[src/rtl/vga_console_ctrl.sv]
// vga_console_ctrl
//   Terminal-style write sequencer for a text-mode buffer. It accepts bytes over a
//   valid/ready handshake and keeps a cursor. It drives the buffer write port, and it
//   handles line wrap, newline, carriage return, backspace, clear-screen (0x0C) and
//   end-of-screen newline. Scrolling moves a ring-buffer row offset (top_row), which
//   the display scanner adds to its row index.
//
//   Optional feature: define VGA_CONSOLE_SCROLL_EN to scroll on a newline at the bottom
//   row. Without it the cursor returns to row 0, and top_row stays 0.
//
// Ports
//   clk, rst      system clock; synchronous active-high reset
//   in_char       byte to process (ASCII); qualified by in_valid
//   in_valid      in_char valid
//   in_ready      high only in IDLE; handshake = in_valid & in_ready
//   addr_write    registered text buffer write address
//   char_write    registered text buffer write data
//   write_enable  registered text buffer write strobe
//   top_row       physical row shown as screen row 0
//   cursor_row    logical cursor row (0 = top of screen)
//   cursor_col    cursor column
//   busy          high in any clear state (INIT/CLEAR_ROW/CLEAR_ALL)

module vga_console_ctrl #(
  parameter int unsigned addr_width = 32,
  parameter int unsigned COLS       = 80,
  parameter int unsigned ROWS       = 30,
  parameter int unsigned COL_W      = 7,
  parameter int unsigned ROW_W      = 5
) (
  input  logic                  clk,
  input  logic                  rst,
  input  logic [7:0]            in_char,
  input  logic                  in_valid,
  output logic                  in_ready,
  output logic [addr_width-1:0] addr_write,
  output logic [7:0]            char_write,
  output logic                  write_enable,
  output logic [ROW_W-1:0]      top_row,
  output logic [ROW_W-1:0]      cursor_row,
  output logic [COL_W-1:0]      cursor_col,
  output logic                  busy
);

  localparam int unsigned NCELLS = ROWS * COLS;
  localparam int unsigned CNT_W  = $clog2(NCELLS + 1);
  localparam int unsigned RW1    = ROW_W + 1;

  typedef enum logic [1:0] {
    S_INIT,
    S_IDLE,
    S_CLEAR_ROW,
    S_CLEAR_ALL
  } state_e;

  state_e                  state_q, state_d;
  logic [CNT_W-1:0]        cnt_q, cnt_d;
  logic [addr_width-1:0]   base_q, base_d;
  logic [ROW_W-1:0]        row_q, row_d;
  logic [COL_W-1:0]        col_q, col_d;
  logic [ROW_W-1:0]        top_q, top_d;
  logic                    we_q, we_d;
  logic [addr_width-1:0]   addr_q, addr_d;
  logic [7:0]              char_q, char_d;

  logic [RW1-1:0]          phys_sum;
  logic [addr_width-1:0]   cur_addr;
  logic [addr_width-1:0]   top_base;
  logic [CNT_W-1:0]        clr_len;
  logic                    do_nl;

  always_comb begin
    // Physical row wraps mod ROWS, not mod 2^ROW_W.
    phys_sum = {1'b0, row_q} + {1'b0, top_q};
    if (phys_sum >= RW1'(ROWS)) phys_sum = phys_sum - RW1'(ROWS);
    cur_addr = addr_width'(phys_sum) * addr_width'(COLS) + addr_width'(col_q);
    top_base = addr_width'(top_q) * addr_width'(COLS);
    clr_len  = (state_q == S_CLEAR_ROW) ? CNT_W'(COLS) : CNT_W'(NCELLS);

    state_d = state_q;
    cnt_d   = cnt_q;
    base_d  = base_q;
    row_d   = row_q;
    col_d   = col_q;
    top_d   = top_q;
    we_d    = 1'b0;
    addr_d  = addr_q;
    char_d  = char_q;
    do_nl   = 1'b0;

    case (state_q)
      S_INIT, S_CLEAR_ROW, S_CLEAR_ALL: begin
        if (cnt_q == clr_len) begin
          state_d = S_IDLE;
          cnt_d   = '0;
        end else begin
          we_d   = 1'b1;
          addr_d = base_q + addr_width'(cnt_q);
          char_d = 8'h20;
          cnt_d  = cnt_q + CNT_W'(1);
        end
      end
      default: begin
        if (in_valid) begin
          if (in_char >= 8'h20 && in_char <= 8'h7E) begin
            we_d   = 1'b1;
            addr_d = cur_addr;
            char_d = in_char;
            if (col_q == COL_W'(COLS - 1)) do_nl = 1'b1;
            else                           col_d = col_q + COL_W'(1);
          end else if (in_char == 8'h0A) begin
            do_nl = 1'b1;
          end else if (in_char == 8'h0D) begin
            col_d = '0;
          end else if (in_char == 8'h08) begin
            if (col_q != '0) begin
              col_d  = col_q - COL_W'(1);
              we_d   = 1'b1;
              addr_d = cur_addr - addr_width'(1);
              char_d = 8'h20;
            end
          end else if (in_char == 8'h0C) begin
            top_d   = '0;
            row_d   = '0;
            col_d   = '0;
            base_d  = '0;
            state_d = S_CLEAR_ALL;
            we_d    = 1'b1;
            addr_d  = '0;
            char_d  = 8'h20;
            cnt_d   = CNT_W'(1);
          end
        end

        if (do_nl) begin
          col_d = '0;
          if (row_q != ROW_W'(ROWS - 1)) begin
            row_d = row_q + ROW_W'(1);
          end else begin
`ifdef VGA_CONSOLE_SCROLL_EN
            base_d = top_base;
            top_d  = (top_q == ROW_W'(ROWS - 1)) ? '0 : top_q + ROW_W'(1);
`else
            row_d  = '0;
            base_d = '0;
`endif
            state_d = S_CLEAR_ROW;
            // The first clear write is issued on the accept edge. If that edge already
            // carries the wrapped character, the clear starts one cycle later instead.
            if (we_d) begin
              cnt_d = '0;
            end else begin
              we_d   = 1'b1;
              addr_d = base_d;
              char_d = 8'h20;
              cnt_d  = CNT_W'(1);
            end
          end
        end
      end
    endcase
  end

  always_ff @(posedge clk) begin
    if (rst) begin
      state_q <= S_INIT;
      cnt_q   <= '0;
      base_q  <= '0;
      row_q   <= '0;
      col_q   <= '0;
      top_q   <= '0;
      we_q    <= 1'b0;
      addr_q  <= '0;
      char_q  <= '0;
    end else begin
      state_q <= state_d;
      cnt_q   <= cnt_d;
      base_q  <= base_d;
      row_q   <= row_d;
      col_q   <= col_d;
      top_q   <= top_d;
      we_q    <= we_d;
      addr_q  <= addr_d;
      char_q  <= char_d;
    end
  end

  assign in_ready     = (state_q == S_IDLE);
  assign busy         = (state_q != S_IDLE);
  assign addr_write   = addr_q;
  assign char_write   = char_q;
  assign write_enable = we_q;
  assign top_row      = top_q;
  assign cursor_row   = row_q;
  assign cursor_col   = col_q;

endmodule

[config.mk]
export PLATFORM = sky130hd
export DESIGN_NAME = vga_console_ctrl
export DESIGN_NICKNAME = d
export VERILOG_FILES = /design/src/rtl/vga_console_ctrl.sv
export SDC_FILE = /design/constraint.sdc
export NUM_CORES = 1
export LEC_CHECK = 0
export CORE_MARGIN = 2
export CORE_UTILIZATION = 50
export CTS_CLUSTER_DIAMETER = 50
export DETAILED_ROUTE_END_ITERATION = 12
export HOLD_SLACK_MARGIN = 0.05
export PLACE_DENSITY_LB_ADDON = 0.08
export SLEW_MARGIN = 20
export SYNTH_ARGS = -nofsm -noshare
export SYNTH_HDL_FRONTEND = slang
export SYNTH_SLANG_ARGS = --single-unit
[constraint.sdc]
create_clock -name clk -period 10.6 [get_ports clk]
set_clock_uncertainty 0.2 [all_clocks]
set_input_delay 3.18 -clock clk [delete_from_list [all_inputs] [get_ports clk]]
set_output_delay 3.18 -clock clk [all_outputs]
set_load 0.02 [all_outputs]
==> summary.txt, run 1 <==
status = finished, final reports clean
starting density of the core = 51.2%
count of antenna diodes in the layout = 0
CTS Buffer Depth = 2
initial antenna violation count = 0
critical path peak fanout = 18
commonest cells in the synthesized netlist = sky130_fd_sc_hd__nor2_1, sky130_fd_sc_hd__dfxtp_1, sky130_fd_sc_hd__and2_1
worst vdd rail ir drop = 61.0 uV
CP Class = in2reg
placeable core region = 13200 sq um
chip height = 120 microns
placement-stage worst setup slack = 3.92 ns
routed via count = 6441
cell row count = 42
share of flip-flops with an asynchronous set or reset = 0%
minimum clock period = 6.31 ns
final instance count without filler cells = 1054
Starting DRT DRC Count = 536
portion of the post-synthesis area used by sequential elements = 29.4%
Post-synth EDFFs = 0
max_slew headroom = 29.7%
Slew @ Worst Pin = 1.05 ns
most common cell in the netlist = sky130_fd_sc_hd__nor2_1
number of standard cells after synthesis = 840
Yosys top cell area share = 29.4%
iteration count of the initial detailed-routing pass = 8
synthesized area divided by synthesized cell count = 8.04 sq um
routed wire length per instance = 18.2 microns
register bit count reported by yosys = 99
Power Dens Cells = 95.2 nW/um^2
GRT overflow = 0
wire length after detailed routing = 19100 microns
final RePlAce weighted congestion = 0.937
setup repair after global routing missed its margin = no
number of top-level pins = 71
distinct cell type count after synthesis = 85
slowest stage cell, crit path = sky130_fd_sc_hd__nand2_1
data arrival time of the critical path = 6.31 ns
achievable clock frequency = 158 MHz
worst-case setup margin in the final layout = 4.29 ns
number of buffers added on ports = 65
fraction of layout cells with a size suffix above 1 = 7.63%
leading register cell type out of synthesis = sky130_fd_sc_hd__dfxtp_1
Clk Tree Root Cell = sky130_fd_sc_hd__clkbuf_16
kind of end point of the critical path = flop
leakage = 0.00299 uW
Critical Path Source Type = input port
largest net degree at the start of global routing = 70
Hold Fails Final Rpt = 0
type of the worst min-delay path = reg2reg
number of buffers added to fix hold violations after cts = 0
vias per std cell = 6.11
placed insts = 1040
CP max stage delay = 0.73 ns
number of pins exceeding their max-slew limit in the final report = 0
clock tree from TritonCTS = built
clock sink count = 99
placed wire-length estimate = 13900 microns
NumNets Final = 921
die area = 14400 sq um
first-pass GRT wire length = 31400 microns
final period utilization = 59.5%
Resize count post-CTS = 0
count of maximum capacitance violations = 0
post-synthesis to final-layout area growth = 14.6%
number of DRC violations after detailed routing = 0
Clock transition at path regs = 0.07 ns
CP cell instances = clkdlybuf4s50_1 -> nor4_1 -> nand4_1 -> o21ai_0 -> nand2_1 -> o31ai_1 -> a211oi_1
count of synthesis-stage warnings from yosys = 0
post-synth top area cell = sky130_fd_sc_hd__dfxtp_1
TritonCTS buffer count = 9
final setup violating endpoints = 0
insertion delay to the later sink of the worst-skew pair = 0.35 ns
CTS HTree Levels = 3
total negative slack for setup checks = 0 ns
ANT nets after route = 0
via count of the first global-routing pass = 6033
data required time at the worst endpoint = 10.60 ns
horizontal extent of the die = 120 microns
Post-CTS Setup Inserts = 0
Post-Syn Area = 6750 sq um
largest cells by area after synthesis = sky130_fd_sc_hd__dfxtp_1, sky130_fd_sc_hd__ha_1, sky130_fd_sc_hd__nor2_1
GRT Overall Usage = 27.2%
Final Util = 58.7%
[metal layers]
metal	up-vias	track usage, %	wire (microns)
li1	3115	-	-
met1	3071	39.2	8990
met2	223	41.3	8460
met3	32	4.34	1280
met4	0	9.41	407
met5	-	0	0
[where the power goes]
| part | total [uW] | switching [uW] | internal [uW] | leakage, uW |
|---|---|---|---|---|
| Sequential | 376 | 2.07 | 374 | 0.000799 |
| Clock | 326 | 145 | 181 | 0.000131 |
| Combinational | 35.5 | 23.8 | 11.7 | 0.00206 |
[final cells by class]
cell class                      count  area, sq um
Multi-Input combinational cell    670         4460
Clock buffer                       10          229
Tap cell                          176          220
Sequential cell                    99         1980
Timing Repair Buffer               73          706
Inverter                           22         82.6
Clock inverter                      4         53.8
Fill cell                        1188         5450
[registers in the layout, indices dropped and copies added (netlist names)]
register	flops
state_q	2
base_q	32
char_write	8
cursor_col	7
write_enable	1
addr_write	32
cnt_q	12
cursor_row	5
[kinds of logic (layout without fill, tap and decap cells)]
kind of cell / after synthesis / in the layout / synth area share, %
buf+inv: 75 / 109 / 4.89
xor+xnor: 30 / 30 / 4.10
mux: 2 / 2 / 0.297
fa+ha+maj: 35 / 35 / 6.82
simple gates: 339 / 339 / 27.2
other cells: 1 / 5 / 0.0555
compound gates: 259 / 259 / 27.3
flops: 99 / 99 / 29.4
[metrics by stage]
stage / hold slack, ns / power, uW / cell area, sq um
4_1_cts: 0.271 / 740 / 7730
3_5_place_dp: 0.255 / 420 / 7450
3_3_place_gp: 0.247 / 419 / 7450
6_report: 0.269 / 737 / 7740
2_1_floorplan: 0.230 / 407 / 6770
5_1_grt: 0.292 / 759 / 7740
[worst max-delay path, delay by kind of cell]
family / cells / cell delay, ns
compound gates: 3 / 1.03
simple gates: 3 / 1.61
buf+inv: 1 / 0.49
[path summary, 6_finish.rpt]
| path | from | to | cells after the start | slack (ns) |
|---|---|---|---|---|
| max | in_char[6] | addr_write[14] | 7 | 4.29 |
| min | char_write[5] | char_write[5] | 2 | 0.27 |
| max reg2reg | cursor_row[0] | addr_write[14] | 16 | 5.58 |
| min reg2reg | char_write[5] | char_write[5] | 2 | 0.27 |
[layout by cell type, fill, tap and decap left out, types with 9 or more instances in the layout]
master and n:
sky130_fd_sc_hd__a211oi_1 25, sky130_fd_sc_hd__a31oi_1 13, sky130_fd_sc_hd__inv_1 21, sky130_fd_sc_hd__a22oi_1 11
sky130_fd_sc_hd__o21a_1 9, sky130_fd_sc_hd__nand3_1 12, sky130_fd_sc_hd__clkdlybuf4s50_1 64, sky130_fd_sc_hd__xnor2_1 20
sky130_fd_sc_hd__a21o_1 14, sky130_fd_sc_hd__nor2_1 105, sky130_fd_sc_hd__clkbuf_16 9, sky130_fd_sc_hd__a21oi_1 59
sky130_fd_sc_hd__and2_1 61, sky130_fd_sc_hd__o21ai_0 46, sky130_fd_sc_hd__and3_1 10, sky130_fd_sc_hd__dfxtp_1 99
sky130_fd_sc_hd__ha_1 32, sky130_fd_sc_hd__nor3_1 15, sky130_fd_sc_hd__a211oi_2 10, sky130_fd_sc_hd__o31ai_1 10
sky130_fd_sc_hd__nand2_1 54, sky130_fd_sc_hd__nand3b_1 9, sky130_fd_sc_hd__o31ai_2 10, sky130_fd_sc_hd__xor2_1 9
No activity file was read; power rests on OpenSTA's default activity.
==> run 2: changes to the inputs <==
- clock period: 10.6 -> 6.39 ns (I/O delays scaled with it)
==> run 2 against run 1 <==
- die area did not move
- non-clock buffer count fell by 1
- flip-flop and latch count did not move
- clock power rose by 77%
- hold slack got worse by 0.011 ns
- core utilization rose by 0.16 points
- first-iteration DRC count fell by 14%
==> summary.txt, run 2 (same netlist as run 1, synthesis figures left out) <==
horizontal extent of the die = 120 microns (unchanged)
most common library cell in the layout ignoring fill and taps = sky130_fd_sc_hd__nor2_1
total negative slack for setup checks = 0 ns (unchanged)
GRT Overall Usage = 26.9% (-0.28 points)
setup repair after global routing missed its margin = no
largest net degree at the start of global routing = 39 (-44%)
part of the power in the clock network = 45.8% (+1.6 points)
Clock transition at path regs = 0.07 ns (about the same)
Post-CTS Setup Inserts = 0 (unchanged)
chip height = 120 microns (unchanged)
number of buffers added on ports = 65 (unchanged)
placement-stage worst setup slack = 0.984 ns (-2.94 ns)
first-pass GRT wire length = 31100 microns (-1.1%)
Critical Path Source Type = input port
net switching power = 292 uW (+71%)
type of the worst min-delay path = reg2reg
final RePlAce weighted congestion = 0.916 (-2.3%)
Hold Fails Final Rpt = 0 (unchanged)
Clk Tree Root Cell = sky130_fd_sc_hd__clkbuf_16
routed wire length per instance = 18.1 microns (-0.57%)
number of buffers added to fix hold violations after cts = 0 (unchanged)
clock tree from TritonCTS = built
status = finished, final reports clean
leakage = 0.00301 uW (+0.46%)
cell row count = 42 (unchanged)
post-synthesis to final-layout area growth = 14.9%
fraction of layout cells with a size suffix above 1 = 7.74% (+0.11 points)
Hold Worst Slack = 0.258 ns (-0.0107 ns)
number of DRC violations after detailed routing = 0 (unchanged)
achievable clock frequency = 196 MHz
insertion delay to the later sink of the worst-skew pair = 0.35 ns (about the same)
worst min-delay path startpoint = base_q[21]
Comb pwr share = 4.7% (about the same)
Critical R2R Capture = addr_write[16]
count of maximum capacitance violations = 0 (unchanged)
worst-case setup margin in the final layout = 1.29 ns (-3.00 ns)
slack of the worst reg-to-reg path = 1.37 ns (-4.21 ns)
top library cells by usage in the layout, fill and taps aside = sky130_fd_sc_hd__nor2_1, sky130_fd_sc_hd__dfxtp_1, sky130_fd_sc_hd__clkdlybuf4s50_1, sky130_fd_sc_hd__and2_1, sky130_fd_sc_hd__a21oi_1
placed wire-length estimate = 13900 microns (+0.32%)
Power Dens Cells = 162 nW/um^2 (+70%)
wire length after detailed routing = 19100 microns (-0.48%)
ANT nets after route = 0 (unchanged)
max_slew headroom = 34.7% (+5.0 points)
data arrival time of the critical path = 5.10 ns (-1.21 ns)
final period utilization = 79.8%
count of antenna diodes in the layout = 0 (unchanged)
footprint of the flip-flops and latches = 1980 sq um (unchanged)
final instance count without filler cells = 1055 (+0.095%)
TritonCTS buffer count = 9 (unchanged)
internal power component = 967 uW (+71%)
GRT overflow = 0 (unchanged)
portion of total power attributed to sequential cells = 49.5% (-1.5 points)
switching part of the total = 23.2% (+0.035 points)
number of inserted filler cells in the final layout = 1213 (+2.1%)
placeable core region = 13200 sq um (unchanged)
clock sink count = 99 (unchanged)
worst vdd rail ir drop = 148 uV (+140%)
placed insts = 1039 (-0.096%)
number of top-level pins = 71 (unchanged)
kind of end point of the critical path = flop
starting density of the core = 51.2% (unchanged)
CP Class = in2reg
number of pins exceeding their max-slew limit in the final report = 0 (unchanged)
minimum clock period = 5.10 ns
Starting DRT DRC Count = 462 (-14%)
start of the worst register-to-register path = cursor_row[2]
final setup violating endpoints = 0 (unchanged)
via count of the first global-routing pass = 6110 (+1.3%)
Resize count post-CTS = 0 (unchanged)
cell depth of the worst hold path = 1 (-1)
CTS HTree Levels = 3 (unchanged)
area occupied by multi-input gates = 4460 sq um (unchanged)
worst min-delay path endpoint = base_q[21]
Slew @ Worst Pin = 0.977 ns (-0.0753 ns)
vias per std cell = 6.05 (-0.92%)
iteration count of the initial detailed-routing pass = 5 (-3)
critical path peak fanout = 18 (unchanged)
initial antenna violation count = 0 (unchanged)
CTS Buffer Depth = 2 (unchanged)
routed via count = 6388 (-0.82%)
reg2reg path depth = 16 (unchanged)
data required time at the worst endpoint = 6.39 ns (-4.21 ns)
die area = 14400 sq um (unchanged)
NumNets Final = 920 (-0.11%)
## run 2: cell type report
class / instances / area share (%)
Tap cell: 176 / 2.84
Clock inverter: 4 / 0.710
Sequential cell: 99 / 25.5
Inverter: 22 / 1.06
Multi-Input combinational cell: 670 / 57.5
Clock buffer: 12 / 3.31
Timing Repair Buffer: 72 / 9.00
## run 2: how the worst max path moves through the flow
stage / start / end / slack [ns] / depth (start not counted)
final: in_char[6] / addr_write[19] / 1.29 / 7
after global routing: in_char[6] / addr_write[31] / 1.04 / 7
after CTS: in_char[6] / addr_write[20] / 1.36 / 7
after detailed placement: in_char[6] / addr_write[15] / 0.98 / 7
after global placement: in_char[6] / addr_write[20] / 1.11 / 7
after floorplan: cursor_row[1] / addr_write[25] / 1.79 / 16
## run 2: routing by layer
| metal | share of wire, % | vias up | track usage (%) |
|---|---|---|---|
| met5 | 0 | - | 0 |
| li1 | - | 3117 | - |
| met1 | 48 | 3038 | 38.0 |
| met2 | 44 | 217 | 42.2 |
| met4 | 1.4 | 0 | 7.79 |
| met3 | 6.5 | 16 | 4.76 |
## run 2: stage by stage
step | utilization, % | total power, uW | cell area, sq um
after floorplan | - | 675 | 6770
after detailed placement | 56.4 | 696 | 7440
final | 58.8 | 1260 | 7760
after global routing | 58.8 | 1300 | 7760
after CTS | 58.8 | 1270 | 7750
after global placement | 56.4 | 695 | 7440
## run 2: worst max-delay path: stages
cell                              delay, ns
sky130_fd_sc_hd__clkdlybuf4s50_1       0.52
sky130_fd_sc_hd__nor4_1                0.63
sky130_fd_sc_hd__nand4_1               0.33
sky130_fd_sc_hd__o21ai_0               0.64
sky130_fd_sc_hd__nand2_1               0.69
sky130_fd_sc_hd__o31ai_1               0.27
sky130_fd_sc_hd__a211oi_1              0.11
## run 2: power by group through the flow
stage / sequential (uW) / combinational (uW) / clock [uW]
after floorplan: 639 / 36.2 / 0
after global placement: 637 / 58.1 / 0
after detailed placement: 638 / 58.6 / 0
after CTS: 623 / 59.0 / 587
after global routing: 624 / 64.9 / 611
final: 623 / 59.5 / 576
==> run 3: changes to the inputs <==
- clock period: 6.39 -> 4.2 ns (I/O delays scaled with it)
==> run 3 against run 2 <==
- the flow now finishes with violations (setup timing)
- core utilization increased by 5.3 points
- die area did not move
- combinational power increased by 58%
- first-iteration DRC count is 40% higher
- register-to-register slack worse by 1.4 ns
- critical path depth up 10
- hold slack hardly changed
- clock power rose by 55%
==> summary.txt, run 3 (same netlist as run 1, synthesis figures left out) <==
final period utilization = 101%
GRT Overall Usage = 26.3% (-0.62 points)
slack of the worst reg-to-reg path = -0.04 ns (-1.41 ns)
chip height = 120 microns (unchanged)
placeable core region = 13200 sq um (unchanged)
final setup violating endpoints = 7 (+7)
violations in the final reports = setup timing
number of pins exceeding their max-slew limit in the final report = 0 (unchanged)
horizontal extent of the die = 120 microns (unchanged)
GRT overflow = 0 (unchanged)
Critical Path Source Type = flop
Clk Tree Root Cell = sky130_fd_sc_hd__clkbuf_16
number of DRC violations after detailed routing = 0 (unchanged)
worst vdd rail ir drop = 214 uV (+44%)
number of top-level pins = 71 (unchanged)
launching instance or port of the critical path = cursor_row[2]
minimum clock period = 4.24 ns
leakage = 0.00324 uW (+7.8%)
count of maximum capacitance violations = 0 (unchanged)
kind of end point of the critical path = flop
Starting DRT DRC Count = 649 (+40%)
largest net degree at the start of global routing = 33 (-15%)
type of the worst min-delay path = reg2reg
data arrival time of the critical path = 4.28 ns (-0.82 ns)
Clock transition at path regs = 0.08 ns (about the same)
Hold Fails Final Rpt = 0 (unchanged)
achievable clock frequency = 236 MHz
clock tree from TritonCTS = built
Finished Cell Area = 8460 sq um (+9.1%)
initial antenna violation count = 0 (unchanged)
CP Class = reg2reg
wire length after detailed routing = 19200 microns (+0.99%)
placed wire-length estimate = 13500 microns (-3.2%)
start of the worst register-to-register path = cursor_row[2]
TritonCTS buffer count = 9 (unchanged)
clock sink count = 99 (unchanged)
NumNets Final = 967 (+5.1%)
most common library cell in the layout ignoring fill and taps = sky130_fd_sc_hd__nor2_1
worst-case setup margin in the final layout = -0.0382 ns (-1.33 ns)
first-pass GRT wire length = 31100 microns (unchanged)
cell area after placement = 7730 sq um (+4.0%)
ANT nets after route = 0 (unchanged)
starting density of the core = 51.2% (unchanged)
die area = 14400 sq um (unchanged)
routed via count = 6683 (+4.6%)
vias per std cell = 6.06 (+0.16%)
final RePlAce weighted congestion = 0.907 (-0.96%)
iteration count of the initial detailed-routing pass = 6 (+1)
fraction of layout cells with a size suffix above 1 = 15.9% (+8.1 points)
Hold Worst Slack = 0.258 ns (-0.000353 ns)
total negative slack for setup checks = -0.0940 ns (-0.0940 ns)
worst min-delay path startpoint = char_write[5]
critical path peak fanout = 5 (-13)
setup repair after global routing missed its margin = yes
count of antenna diodes in the layout = 0 (unchanged)
number of buffers added on ports = 65 (unchanged)
via count of the first global-routing pass = 6241 (+2.1%)
routed wire length per instance = 17.5 microns (-3.3%)
CTS HTree Levels = 3 (unchanged)
Slew @ Worst Pin = 0.953 ns (-0.0237 ns)
cell row count = 42 (unchanged)
data required time at the worst endpoint = 4.24 ns (-2.15 ns)
CTS Buffer Depth = 2 (unchanged)
number of buffers added to fix hold violations after cts = 0 (unchanged)
status = finished, violations left
max_slew headroom = 36.4% (+1.7 points)
post-synthesis to final-layout area growth = 25.4%
Power Dens Cells = 228 nW/um^2 (+41%)
top library cells by usage in the layout, fill and taps aside = sky130_fd_sc_hd__nor2_1, sky130_fd_sc_hd__dfxtp_1, sky130_fd_sc_hd__clkdlybuf4s50_1, sky130_fd_sc_hd__and2_1, sky130_fd_sc_hd__a21oi_1
placement-stage worst setup slack = -0.0579 ns (-1.04 ns)
insertion delay to the later sink of the worst-skew pair = 0.36 ns (about the same)
run 3: changes by cell type in the layout (fill, tap and decap cells not counted), moves of 4 or more:
| cell | delta |
|---|---|
| sky130_fd_sc_hd__o31ai_4 | +13 |
| sky130_fd_sc_hd__dfxtp_1 | -5 |
| sky130_fd_sc_hd__o31ai_1 | -7 |
| sky130_fd_sc_hd__ha_4 | +4 |
| sky130_fd_sc_hd__ha_1 | -6 |
| sky130_fd_sc_hd__buf_4 | +42 |
| sky130_fd_sc_hd__dfxtp_4 | +4 |
| sky130_fd_sc_hd__o31ai_2 | -6 |
run 3: per-layer routing:
metal / wire length, microns / global-route usage, %
met1: 8780 / 34.7
met2: 9210 / 43.9
met3: 899 / 4.86
met4: 357 / 7.72
met5: 0 / 0
run 3: path summary, 6_finish.rpt:
check                   endpoint  cells past startpoint
hold reg to reg    char_write[5]                      2
hold / removal     char_write[5]                      2
setup reg to reg  addr_write[17]                     17
setup / recovery  addr_write[17]                     17
run 3: timing repair:
item,CTS,global route
cloned,0,3
hold endpoints to repair,0,0
endpoints found under the setup margin,18,21
buffers inserted,2,8
pin swaps,1,42
resized for setup,5,39
run 3: metrics by stage:
step                      cells  util (%)  power, uW
after global routing       1102      64.2       2000
after detailed placement   1073      58.6       1060
after CTS                  1091      61.3       1950
after global placement     1073      58.6       1060
final                      1102      64.2       1930
after floorplan             844         -       1030
run 3: final cells by class:
cell class,instances,area [sq um]
multi-input cells,670,4740
fillers,1139,4730
flip-flops and latches,99,2000
repair buffers,119,1110
well taps,176,220
clock inverters,7,88.8
clock buffers,9,225
inverters,22,82.6
run 3: worst max-delay path: stages (launching register included):
cell                       delay (ns)
sky130_fd_sc_hd__dfxtp_4         0.36
sky130_fd_sc_hd__ha_4            0.23
sky130_fd_sc_hd__or2b_1          0.22
sky130_fd_sc_hd__o21ai_2         0.17
sky130_fd_sc_hd__inv_2           0.06
sky130_fd_sc_hd__ha_4            0.17
sky130_fd_sc_hd__ha_4            0.15
sky130_fd_sc_hd__fa_1            0.56
sky130_fd_sc_hd__nand2_2         0.11
sky130_fd_sc_hd__or3_4           0.44
sky130_fd_sc_hd__nor3_4          0.19
sky130_fd_sc_hd__xnor2_2         0.10
sky130_fd_sc_hd__a311oi_2        0.40
sky130_fd_sc_hd__nor4b_4         0.09
sky130_fd_sc_hd__buf_4           0.17
sky130_fd_sc_hd__buf_12          0.14
sky130_fd_sc_hd__o31ai_1         0.23
sky130_fd_sc_hd__a211oi_1        0.10
run 3: power by group:
part | switching [uW] | internal (uW)
Sequential | 5.34 | 940
Combinational | 59.6 | 34.5
Clock | 416 | 478
